File: src/rtl/pwm_pkg.sv
`default_nettype none
// ============================================================================
// Module   : pwm_pkg
// Brief    : Shared widths, mode enum and duty-slice helper for the PWM blocks.
// Revision : 1.0
// ============================================================================
package pwm_pkg;

    localparam int CNT_W_DEF = 16;
    localparam int PRE_W_DEF = 8;

    typedef enum logic [0:0] {
        PWM_EDGE   = 1'b0,
        PWM_CENTER = 1'b1
    } pwm_mode_e;

    // LSB index of channel ch inside the packed duty bus
    function automatic int duty_lo(input int ch, input int cnt_w);
        return ch * cnt_w;
    endfunction

endpackage
`default_nettype wire

File: src/rtl/pwm_cmp_ch.sv
`default_nettype none
// ============================================================================
// Module   : pwm_cmp_ch
// Brief    : One PWM channel: duty shadow register, compare and polarity.
// Revision : 1.0
// ============================================================================
module pwm_cmp_ch
    import pwm_pkg::*;
#(
    parameter int CNT_W = CNT_W_DEF
) (
    input  logic             clk,
    input  logic             rst,
    input  logic             en,
    input  logic             load,
    input  logic [CNT_W-1:0] duty,
    input  logic [CNT_W-1:0] cnt,
    input  logic             pol,
    output logic             pwm
);

    logic [CNT_W-1:0] r_duty_sh;
    logic             r_pwm;

    always_ff @(posedge clk or negedge rst) begin
        if (!rst) begin
            r_duty_sh <= '0;
            r_pwm     <= 1'b0;
        end else begin
            if (load) begin
                r_duty_sh <= duty;
            end
            // Idle drives the inactive level, which is the polarity bit itself
            if (en) begin
                r_pwm <= (cnt < r_duty_sh) ^ pol;
            end else begin
                r_pwm <= pol;
            end
        end
    end

    assign pwm = r_pwm;

endmodule
`default_nettype wire

File: src/rtl/pwm_multi_shadow.sv
`default_nettype none
// ============================================================================
// Module   : pwm_multi_shadow
// Brief    : Multi-channel PWM, shared prescaled counter, shadowed period/duty.
//            Optional centre-aligned counting when PWM_CENTER_ALIGN_EN is set.
// Revision : 1.0
// ============================================================================
module pwm_multi_shadow
    import pwm_pkg::*;
#(
    parameter int NCH   = 4,
    parameter int CNT_W = CNT_W_DEF,
    parameter int PRE_W = PRE_W_DEF
) (
    input  logic               clk,
    input  logic               rst,
    input  logic               en,
    input  logic [PRE_W-1:0]   prescale,
    input  logic [CNT_W-1:0]   period,
    input  logic [NCH*CNT_W-1:0] duty,
    input  logic [NCH-1:0]     pol,
    input  logic               upd_req,
`ifdef PWM_CENTER_ALIGN_EN
    input  logic               center,
`endif
    output logic               upd_ack,
    output logic               wrap,
    output logic [CNT_W-1:0]   cnt_out,
    output logic [NCH-1:0]     pwm_out
);

    localparam logic [CNT_W-1:0] c_cnt_one = CNT_W'(1);
    localparam logic [PRE_W-1:0] c_pre_one = PRE_W'(1);

    logic [PRE_W-1:0] r_pc;
    logic [CNT_W-1:0] r_cnt;
    logic [CNT_W-1:0] r_period_sh;
    logic             r_pending;
    logic             r_upd_ack;
    logic             r_wrap;
    logic [CNT_W-1:0] w_cnt_nxt;
    logic             w_tick;
    logic             w_at_end;
    logic             w_wrap_ev;
    logic             w_load;
    pwm_mode_e        w_mode;

    assign w_tick   = en && (r_pc == prescale);
    assign w_at_end = (r_cnt >= r_period_sh);

`ifdef PWM_CENTER_ALIGN_EN
    logic r_down;
    logic w_down_nxt;
    assign w_mode = center ? PWM_CENTER : PWM_EDGE;
`else
    assign w_mode = PWM_EDGE;
`endif

    always_comb begin
        w_cnt_nxt = r_cnt;
        w_wrap_ev = 1'b0;
`ifdef PWM_CENTER_ALIGN_EN
        w_down_nxt = r_down;
`endif
        case (w_mode)
`ifdef PWM_CENTER_ALIGN_EN
            PWM_CENTER: begin
                // Turn around at period_sh; only the return to 0 is a wrap
                if (w_tick) begin
                    if (r_down || w_at_end) begin
                        if (r_cnt <= c_cnt_one) begin
                            w_cnt_nxt  = '0;
                            w_down_nxt = 1'b0;
                            w_wrap_ev  = 1'b1;
                        end else begin
                            w_cnt_nxt  = r_cnt - c_cnt_one;
                            w_down_nxt = 1'b1;
                        end
                    end else begin
                        w_cnt_nxt = r_cnt + c_cnt_one;
                    end
                end
            end
`endif
            default: begin
`ifdef PWM_CENTER_ALIGN_EN
                w_down_nxt = 1'b0;
`endif
                if (w_tick) begin
                    if (w_at_end) begin
                        w_cnt_nxt = '0;
                        w_wrap_ev = 1'b1;
                    end else begin
                        w_cnt_nxt = r_cnt + c_cnt_one;
                    end
                end
            end
        endcase
    end

    // Shadows load at a period boundary, or at once while the counter is idle
    assign w_load = (r_pending || upd_req) && (w_wrap_ev || !en);

    always_ff @(posedge clk or negedge rst) begin
        if (!rst) begin
            r_pc        <= '0;
            r_cnt       <= '0;
            r_period_sh <= '0;
            r_pending   <= 1'b0;
            r_upd_ack   <= 1'b0;
            r_wrap      <= 1'b0;
        end else begin
            if (!en || (r_pc == prescale)) begin
                r_pc <= '0;
            end else begin
                r_pc <= r_pc + c_pre_one;
            end
            r_cnt     <= w_cnt_nxt;
            r_wrap    <= w_wrap_ev;
            r_upd_ack <= w_load;
            if (w_load) begin
                r_period_sh <= period;
                r_pending   <= 1'b0;
            end else if (upd_req) begin
                r_pending <= 1'b1;
            end
        end
    end

`ifdef PWM_CENTER_ALIGN_EN
    always_ff @(posedge clk or negedge rst) begin
        if (!rst) begin
            r_down <= 1'b0;
        end else begin
            r_down <= w_down_nxt;
        end
    end
`endif

    for (genvar gi = 0; gi < NCH; gi++) begin : g_ch
        pwm_cmp_ch #(
            .CNT_W (CNT_W)
        ) u_ch (
            .clk  (clk),
            .rst  (rst),
            .en   (en),
            .load (w_load),
            .duty (duty[duty_lo(gi, CNT_W) +: CNT_W]),
            .cnt  (r_cnt),
            .pol  (pol[gi]),
            .pwm  (pwm_out[gi])
        );
    end

    assign upd_ack = r_upd_ack;
    assign wrap    = r_wrap;
    assign cnt_out = r_cnt;

endmodule
`default_nettype wire

File: config.mk
export PLATFORM = sky130hd
export DESIGN_NAME = pwm_multi_shadow
export DESIGN_NICKNAME = d
export VERILOG_FILES = /design/src/rtl/pwm_pkg.sv /design/src/rtl/pwm_cmp_ch.sv /design/src/rtl/pwm_multi_shadow.sv
export SDC_FILE = /design/constraint.sdc
export NUM_CORES = 1
export LEC_CHECK = 0
export BUFFER_PORTS_ARGS = -buffer_cell sky130_fd_sc_hd__buf_2
export CORE_MARGIN = 4
export CORE_UTILIZATION = 57
export CTS_BUF_LIST = sky130_fd_sc_hd__clkbuf_4 sky130_fd_sc_hd__clkbuf_8 sky130_fd_sc_hd__clkbuf_16
export DETAILED_ROUTE_END_ITERATION = 6
export HOLD_SLACK_MARGIN = 0.06
export PLACE_DENSITY = 0.87
export SYNTH_ARGS = -nofsm -noshare
export SYNTH_HDL_FRONTEND = slang
export SYNTH_HIERARCHICAL = 1
export SYNTH_SLANG_ARGS = --single-unit
File: constraint.sdc
create_clock -name clk -period 3.95 [get_ports clk]
set_input_delay 0.395 -clock clk [delete_from_list [all_inputs] [get_ports clk]]
set_output_delay 0.395 -clock clk [all_outputs]
set_load 0.02 [all_outputs]
* Yosys cells after proc, flatten, opt, wreduce, memory -nomap -nowiden
Index checks and enable logic that the tools add are counted.
** Storage, ports and cells
- Bits in registers :: 111
- Bits of input ports :: 96
- Logic and storage cells :: 43
** Operators by class
- $add $sub $neg :: 2
- Magnitude comparators :: 5
- Equal/unequal tests :: 1
- Muxes and demuxes :: 10
- Bitwise operators :: 4
- Reduce and logical (&&, ||, !) cells :: 7
** Operators by type and width (count)
- $lt 16x16->1 :: 4
- $add 16x1->16 const B :: 1
- $ge 16x16->1 :: 1
- $mux 16 :: 1
- $add 8x1->8 const B :: 1
- $eq 8x8->1 :: 1
- $mux 1 :: 8
- $mux 8 :: 1
- $xor 1x1->1 :: 4
- $logic_or 1x1->1 :: 3
- $logic_and 1x1->1 :: 2
- $reduce_bool 2->1 :: 1
- $logic_not 1->1 :: 1

* Logic depth before layout (Yosys ltp)
Gate-level depths: netlist of the first run.
- Depth after elaboration :: 6
- Mapped depth :: 11
- Depth with buffers taken out :: 9

* Cells and area by module
The synthesis of the first run kept the hierarchy.
** Modules (own cells, without submodules)
- pwm_cmp_ch :: times used 4, cells each 104, area each 991.0 um^2, seq. area each 425.4 um^2
- pwm_multi_shadow :: times used 1, cells each 368, area each 3096.7 um^2, seq. area each 1076.0 um^2

* Least setup slack after synthesis of the first run
Ideal clock, no wire load.
- Path type :: reg-to-reg
- Start point :: register r_cnt[15], in the netlist cnt_out[15]
- End point :: register g_ch[0].u_ch.r_duty_sh[15]
- Library setup time :: 0.132 ns
- Arrival time :: 3.032 ns
- Setup slack :: 0.786 ns
- Cell stages (with the launch flop) :: 10
- Buffers on the path :: 2
- Clock period less this slack :: 3.164 ns
- Path through :: dfrtp_1 ha_1 nand4_1 nor4_2 a32oi_4 buf_6 a21o_1 a21oi_1 clkbuf_1 o21ai_1
** On the way
- Longest elaborated chain between the ends :: 5
** RTL lines
- start: declaration :: RTL line pwm_multi_shadow.sv:36 : logic [CNT_W-1:0] r_cnt;
- start signal: assignment :: RTL line pwm_multi_shadow.sv:118 : r_cnt <= w_cnt_nxt;
- $ge 16x16->1 :: RTL line pwm_multi_shadow.sv:49 : assign w_at_end = (r_cnt >= r_period_sh);
- $mux 1 :: RTL line pwm_multi_shadow.sv:90 : if (w_at_end) begin
- $mux 1 :: RTL line pwm_multi_shadow.sv:89 : if (w_tick) begin
- $logic_or 1x1->1 :: RTL line pwm_multi_shadow.sv:102 : assign w_load = (r_pending || upd_req) && (w_wrap_ev || !en);
- $logic_and 1x1->1 :: RTL line pwm_multi_shadow.sv:102
- net w_load :: RTL line pwm_multi_shadow.sv:45 : logic w_load;
- end signal: assignment :: RTL line pwm_cmp_ch.sv:31 : r_duty_sh <= duty;
- end: declaration :: RTL line pwm_cmp_ch.sv:22 : logic [CNT_W-1:0] r_duty_sh;
The timed path passes the listed nets, and every way through them passes these cells.
A chain may end at the register's enable or synchronous reset.

* Final worst setup path of the first run
- Start point :: register r_cnt[15], in the netlist cnt_out[15]
- End point :: register g_ch[3].u_ch.r_duty_sh[9]
** On the way
- Longest elaborated chain between the ends :: 5
** RTL lines (RTL line)
- $ge 16x16->1 :: pwm_multi_shadow.sv:49
- $mux 1 :: pwm_multi_shadow.sv:90
- $mux 1 :: pwm_multi_shadow.sv:89
- $logic_or 1x1->1 :: pwm_multi_shadow.sv:102
- $logic_and 1x1->1 :: pwm_multi_shadow.sv:102
- net w_load :: pwm_multi_shadow.sv:45
- end signal: assignment :: pwm_cmp_ch.sv:31
- end: declaration :: pwm_cmp_ch.sv:22
The timed path passes the listed nets, and every way through them passes these cells.

==> impl_metrics.py, run 1 <==
metrics = {
    "synth": {
        "ys_top_cells_by_count": "111 x dfrtp_1, 105 x nand2_1, 92 x inv_1, 78 x ha_1, 61 x o21ai_1",
        "ys_warn_count": 6,
        "synth_cell_types": 44,
        "ys_seq_elements": 111,
        "yosys-top-cells-area": "dfrtp_1 39%, ha_1 14%, nand2_1 5.6%",
        "syn_area_per_cell_um2": 9.006,
        "synth_top_area_share_pct": 39.34,
        "ys_seq_area_share_pct": 39.34,
        "ys_dominant_reg_cell": "dfrtp_1",
        "synth_edf_count": 0,
        "yosysTopAreaCell": "dfrtp_1",
        "netlist_area_um2": 7061,
        "async_flop_share_pct": 100.0,
        "synthCells": 784,
        "synth.most_common_cell": "dfrtp_1",
        "syn_nets": 958,
    },
    "global_route": {
        "antenna_found_initial": 0,
        "grt_overflow": 0,
        "grt_pass1_vias": 6052,
        "met3_usage_pct": 4.606,
        "grt_max_degree": 78,
        "met1_usage_pct": 33.19,
        "grt_use_total_pct": 25.78,
        "grt_pass1_wl_mm": 29.61,
        "globalRouteMet2Util_pct": 43.20,
        "top_usage_layer": "met2",
    },
    "clock_tree": {
        "cts_resized": 0,
        "cts_sinks": 111,
        "postCtsHoldBufs": 0,
        "cts_tree": "yes",
        "insertion_delay_ps": 360,
        "clock_path_buffers": 2,
        "htree_levels": 3,
        "cts-root-buf": "clkbuf_16",
        "clk_transition_reported_paths_ps": 80,
        "numCtsBuffers": 9,
        "cts_setup_buffers": 0,
    },
    "sta": {
        "min_period_ps": 3183,
        "hold_viol_final": 0,
        "worstMarginPinSlew_ps": 984.5,
        "drv_slew": 0,
        "fin_crit_sh_pct": 80.58,
        "clock-skew-final_ps": 8.660,
        "rsz0062_at_grt": "no",
        "setup_tns_ps": 0,
        "slew_headroom_pct": 34.36,
        "setup_violations": 0,
        "max_freq_mhz": 314.2,
    },
    "placed_design": {
        "gp_congestion": 0.8863,
        "place_hpwl_mm": 12.35,
        "dp_cells": 1041,
        "portBuffers": 117,
    },
    "cells_and_area": {
        "synthToLayoutAreaGrowth_pct": 14.83,
        "fill_cells": 966,
        "diodes": 0,
        "fin_nets": 1058,
        "layoutNonFillerInstCount": 1057,
        "layout-drive-gt1-share_pct": 18.22,
    },
    "worst_setup_path": {
        "r2r_setup_slack_ps": 770,
        "cp_slowest_cell": "a21oi_4",
        "critical_path_class": "reg -> reg",
        "arrival_ps": 3460,
        "crit_fanout": 22,
        "cp-start-kind": "flip-flop",
        "crit_family": "compound AO/OA/AOI/OAI gates",
        "cp.required_ps": 4230,
        "cp_cell_sequence": "ha_1, nand4_1, nor4_2, a32oi_4, a21o_1, a21oi_4, buf_4, nand2_1, o21ai_1",
        "max_stage_delay_ps": 650,
        "path_buf_inv": 1,
        "critPathCaptureType": "flip-flop",
    },
    "floorplanning": {
        "die-area_um2": 14230,
        "start_util_pct": 58.54,
        "die_w_um": 119.3,
        "core_um2": 12060,
        "ios": 118,
        "num_rows": 40,
        "die_y_um": 119.3,
    },
    "flow_run": {
        "max_cap_violations": 0,
    },
    "routing": {
        "first_pass_iters": 5,
        "viasPerCell": 5.845,
        "vias": 6178,
        "wirelength_mm": 18.00,
        "drc_errors": 0,
        "wl_per_cell_um": 17.03,
        "postRouteAntennaNets": 0,
        "first_iter_violations": 581,
    },
    "power_and_ir_drop": {
        "powerDensity_nw_per_um2": 438.1,
        "max-vdd-ir-drop_mv": 0.3425,
        "total_power_w": 0.003552,
        "p_leak_nw": 3.815,
    },
    "hold_path": {
        "hold_class": "in -> async",
    },
    "status": {
        "status": "finished clean",
    },
}
-- state kept, by name (all words and copies together), names as in the netlist --
| register | cells |
|---|---|
| cnt_out | 16 |
| r_pending | 1 |
| wrap | 1 |
| g_ch.u_ch/pwm | 4 |
| r_pc | 8 |
| upd_ack | 1 |
| r_period_sh | 16 |
| g_ch.u_ch/r_duty_sh | 64 |
-- metal layers --
metal | share of wire [%] | up-vias
li1 | - | 2972
met1 | 41 | 2915
met2 | 49 | 247
met3 | 6.7 | 44
met4 | 3.0 | 0
met5 | 0 | -
-- report_power, final --
| group | internal [W] | switching, W |
|---|---|---|
| clock network | 0.000487 | 0.000437 |
| registers | 0.00131 | 0.000155 |
| logic | 0.000461 | 0.000704 |
-- path summary, 6_finish.rpt --
check / cells past startpoint / to / from
max: 9 / g_ch[3].u_ch/r_duty_sh[9] / cnt_out[15]
min reg2reg: 2 / g_ch[0].u_ch/r_duty_sh[13] / g_ch[0].u_ch/r_duty_sh[13]
min: 1 / g_ch[0].u_ch/r_duty_sh[9] / rst
max reg2reg: 9 / g_ch[3].u_ch/r_duty_sh[9] / cnt_out[15]
max in group asynchronous: 2 / g_ch[3].u_ch/r_duty_sh[6] / rst
min in group clk: 2 / g_ch[1].u_ch/pwm / pol[1]
-- cells in the final DEF, fill, tap and decap left out, types with 5 or more instances in the layout --
cell type and n:
buf_2 116, dfrtp_1 111, nand2_1 105, inv_1 92, ha_1 78, o21ai_1 61, nand3_1 35, nand4_1 34
a31oi_1 30, o21ai_0 22, a21oi_1 21, nor2_1 16, a211o_1 16, nand3b_1 16, xor2_1 13, nand2b_1 13
o22ai_1 12, buf_4 10, o21a_1 9, clkbuf_16 9, and3_1 6, a21o_1 6, xnor2_1 5
-- cell families after synthesis --
| group | Yosys count | share of synthesized area, % |
|---|---|---|
| fa+ha+maj | 78 | 13.82 |
| simple gates | 244 | 17.99 |
| buf+inv | 131 | 7.336 |
| flops | 111 | 39.34 |
| xor+xnor | 18 | 2.233 |
| compound gates | 198 | 18.64 |
| mux | 4 | 0.6379 |
-- layout make-up --
type	count	area [um^2]	share of cell area (%)
sequential	111	2778	34.26
inverter	92	345.3	4.259
tap	168	210.2	2.593
clock inverter	4	36.28	0.4475
clock buffer	12	266.5	3.287
timing repair buffer	128	695.7	8.580
multi-input combinational	542	3776	46.57
-- stage by stage --
stage | util (%) | hold WS [ps] | area, um^2 | setup WS [ps]
after CTS | 67.22 | 213.5 | 8108 | 759.6
final | 67.22 | 196.4 | 8108 | 766.9
after floorplan | - | 99.41 | 7061 | 786.4
after global routing | 67.22 | 217.8 | 8108 | 551.4
after global placement | 64.71 | 501.2 | 7805 | 917.5
after detailed placement | 64.71 | 510.0 | 7805 | 792.8
(Power assumes the default switching activity.)
==> run 2, diff against run 1 <==
--- a/config.mk
+++ b/config.mk
@@ -7,11 +7,11 @@
 export LEC_CHECK = 0
 export BUFFER_PORTS_ARGS = -buffer_cell sky130_fd_sc_hd__buf_2
 export CORE_MARGIN = 4
-export CORE_UTILIZATION = 57
+export CORE_UTILIZATION = 52
 export CTS_BUF_LIST = sky130_fd_sc_hd__clkbuf_4 sky130_fd_sc_hd__clkbuf_8 sky130_fd_sc_hd__clkbuf_16
 export DETAILED_ROUTE_END_ITERATION = 6
 export HOLD_SLACK_MARGIN = 0.06
-export PLACE_DENSITY = 0.87
+export PLACE_DENSITY = 0.84
 export SYNTH_ARGS = -nofsm -noshare
 export SYNTH_HDL_FRONTEND = slang
 export SYNTH_HIERARCHICAL = 1
==> constraint.sdc (replaced) <==
create_clock -name clk -period 2.9 [get_ports clk]
set_input_delay 0.29 -clock clk [delete_from_list [all_inputs] [get_ports clk]]
set_output_delay 0.29 -clock clk [all_outputs]
set_load 0.02 [all_outputs]
==> run 2 against run 1 <==
  * Via count increased by 2.0%
  * Clock power is 40% higher
  * Clock skew rose by 4.1 ps
  * Core utilization is 5.1 points lower
  * Count of clock-buffer cells in the layout is 1 lower
  * Wire length rose by 1.1%
  * Cell count rose by 2.6%
  * First-iteration DRC count rose by 12%
  * Global-route usage decreased by 1.4 points
  * Non-clock buffer count rose by 19
  * Die area increased by 9.0%
  * Sequential power increased by 31%
  * Critical path type unchanged
  * Largest cell class unchanged
  * Largest power group unchanged
==> impl_metrics.py, run 2 (synthesis results as in run 1) <==
metrics = {
    "power_and_ir_drop": {
        "powerDensity_nw_per_um2": 592.6,
        "netSwitchingFraction_pct": 35.81,
        "p_leak_nw": 3.906,
        "intPower_w": 0.003144,
        "power_switching_w": 0.001754,
        "p_comb_share_pct": 34.6,
        "p_clk_share_pct": 26.4,
        "max-vdd-ir-drop_mv": 0.3636,
        "pwr-share-seq_pct": 39.0,
    },
    "placed_design": {
        "portBuffers": 117,
        "place_hpwl_mm": 12.75,
        "gp_congestion": 0.8313,
        "dpl_worst_slack_ps": 247.2,
    },
    "cells_and_area": {
        "final_util_pct": 62.16,
        "diodes": 0,
        "most-common-layout-cells": "116 x buf_2, 111 x dfrtp_1, 105 x nand2_1",
        "largest-register": "g_ch.u_ch/r_duty_sh",
        "fin_nets": 1077,
        "layout_commonest_cell": "buf_2",
        "layout-drive-gt1-share_pct": 19.82,
        "synthToLayoutAreaGrowth_pct": 17.05,
        "largest_register_ffs": 64,
    },
    "hold_path": {
        "hold_class": "in -> reg",
    },
    "floorplanning": {
        "ios": 118,
        "num_rows": 42,
        "die_w_um": 124.5,
        "die-area_um2": 15510,
        "core_um2": 13300,
        "die_y_um": 124.5,
        "start_util_pct": 53.11,
    },
    "routing": {
        "wl_per_cell_um": 16.79,
        "vias": 6301,
        "first_iter_violations": 649,
        "wirelength_mm": 18.20,
        "viasPerCell": 5.813,
        "first_pass_iters": 5,
        "postRouteAntennaNets": 0,
        "drc_errors": 0,
    },
    "worst_setup_path": {
        "cp-start-kind": "flip-flop",
        "critPathCaptureType": "flip-flop",
        "crit_fanout": 49,
        "critical_path_class": "reg -> reg",
        "arrival_ps": 2960,
        "cp.required_ps": 3170,
    },
    "clock_tree": {
        "numCtsBuffers": 9,
        "cts_setup_buffers": 0,
        "postCtsHoldBufs": 1,
        "cts_tree": "yes",
        "cts-root-buf": "clkbuf_16",
        "insertion_delay_ps": 360,
        "cts_resized": 0,
        "clk_transition_reported_paths_ps": 70,
        "htree_levels": 3,
        "cts_sinks": 111,
        "clock_path_buffers": 2,
    },
    "sta": {
        "hold_viol_final": 0,
        "min_period_ps": 2686,
        "fin_crit_sh_pct": 92.62,
        "setup_tns_ps": 0,
        "max_freq_mhz": 372.3,
        "setup_violations": 0,
        "hold_ws_ps": 107.7,
        "rsz0062_at_grt": "no",
        "worstMarginPinSlew_ps": 776.0,
        "fin_ws_ps": 214.0,
        "clock-skew-final_ps": 12.73,
        "slew_headroom_pct": 48.27,
        "drv_slew": 0,
    },
    "global_route": {
        "grt_max_degree": 67,
        "grt_pass1_vias": 6373,
        "antenna_found_initial": 0,
        "grt_use_total_pct": 24.43,
        "grt_pass1_wl_mm": 31.17,
        "grt_overflow": 0,
    },
    "status": {
        "status": "finished clean",
    },
    "flow_run": {
        "max_cap_violations": 0,
    },
}
run 2: final cells by class:
| cell class | count | area, um^2 |
|---|---|---|
| clock buffer | 11 | 246.5 |
| clock inverter | 5 | 57.56 |
| fill | 1088 | 5031 |
| inverter | 92 | 345.3 |
| multi-input combinational | 542 | 3776 |
| sequential | 111 | 2778 |
| tap | 176 | 220.2 |
| timing repair buffer | 147 | 840.8 |
run 2: power groups by stage:
stage	clock network, W	logic [W]	registers [W]
3_5_place_dp	0	0.00167	0.00194
3_3_place_gp	0	0.00160	0.00192
5_1_grt	0.00137	0.00194	0.00194
2_1_floorplan	0	0.00109	0.00199
4_1_cts	0.00130	0.00169	0.00191
6_report	0.00129	0.00170	0.00191
run 2: worst paths after layout:
check / startpoint / end / slack (ps) / cells past startpoint
max: r_period_sh[0] / cnt_out[11] / 210 / 8
min: pol[0] / g_ch[0].u_ch/pwm / 110 / 2
max reg2reg: r_period_sh[0] / cnt_out[11] / 210 / 8
min reg2reg: g_ch[0].u_ch/r_duty_sh[15] / g_ch[0].u_ch/r_duty_sh[15] / 520 / 2
max in group asynchronous: rst / upd_ack / 1520 / 3
min in group asynchronous: rst / r_pc[1] / 520 / 2
run 2: worst max-delay path, cell delays in order (launching register included):
cell,delay (ps)
dfrtp_1,420
ha_1,270
nand2b_1,140
a2111o_1,450
a32oi_4,240
buf_4,480
nand3b_4,180
buf_4,210
o22ai_1,160
run 2: per-stage QoR:
step                cell area, um^2  cells  power, W
CTS                            8264   1084  0.004899
finish                         8264   1084  0.004897
global route                   8264   1084  0.005252
floorplan                      7072    784  0.003080
detailed placement             7950   1067  0.003604
global placement               7950   1067  0.003525
run 2: metal layers:
metal | routed length, um | GRT usage (%) | vias up
met4 | 527 | 7.479 | 0
met2 | 8391 | 39.54 | 302
met5 | 0 | 0 | -
li1 | - | - | 3001
met3 | 1411 | 5.875 | 43
met1 | 7872 | 32.61 | 2955
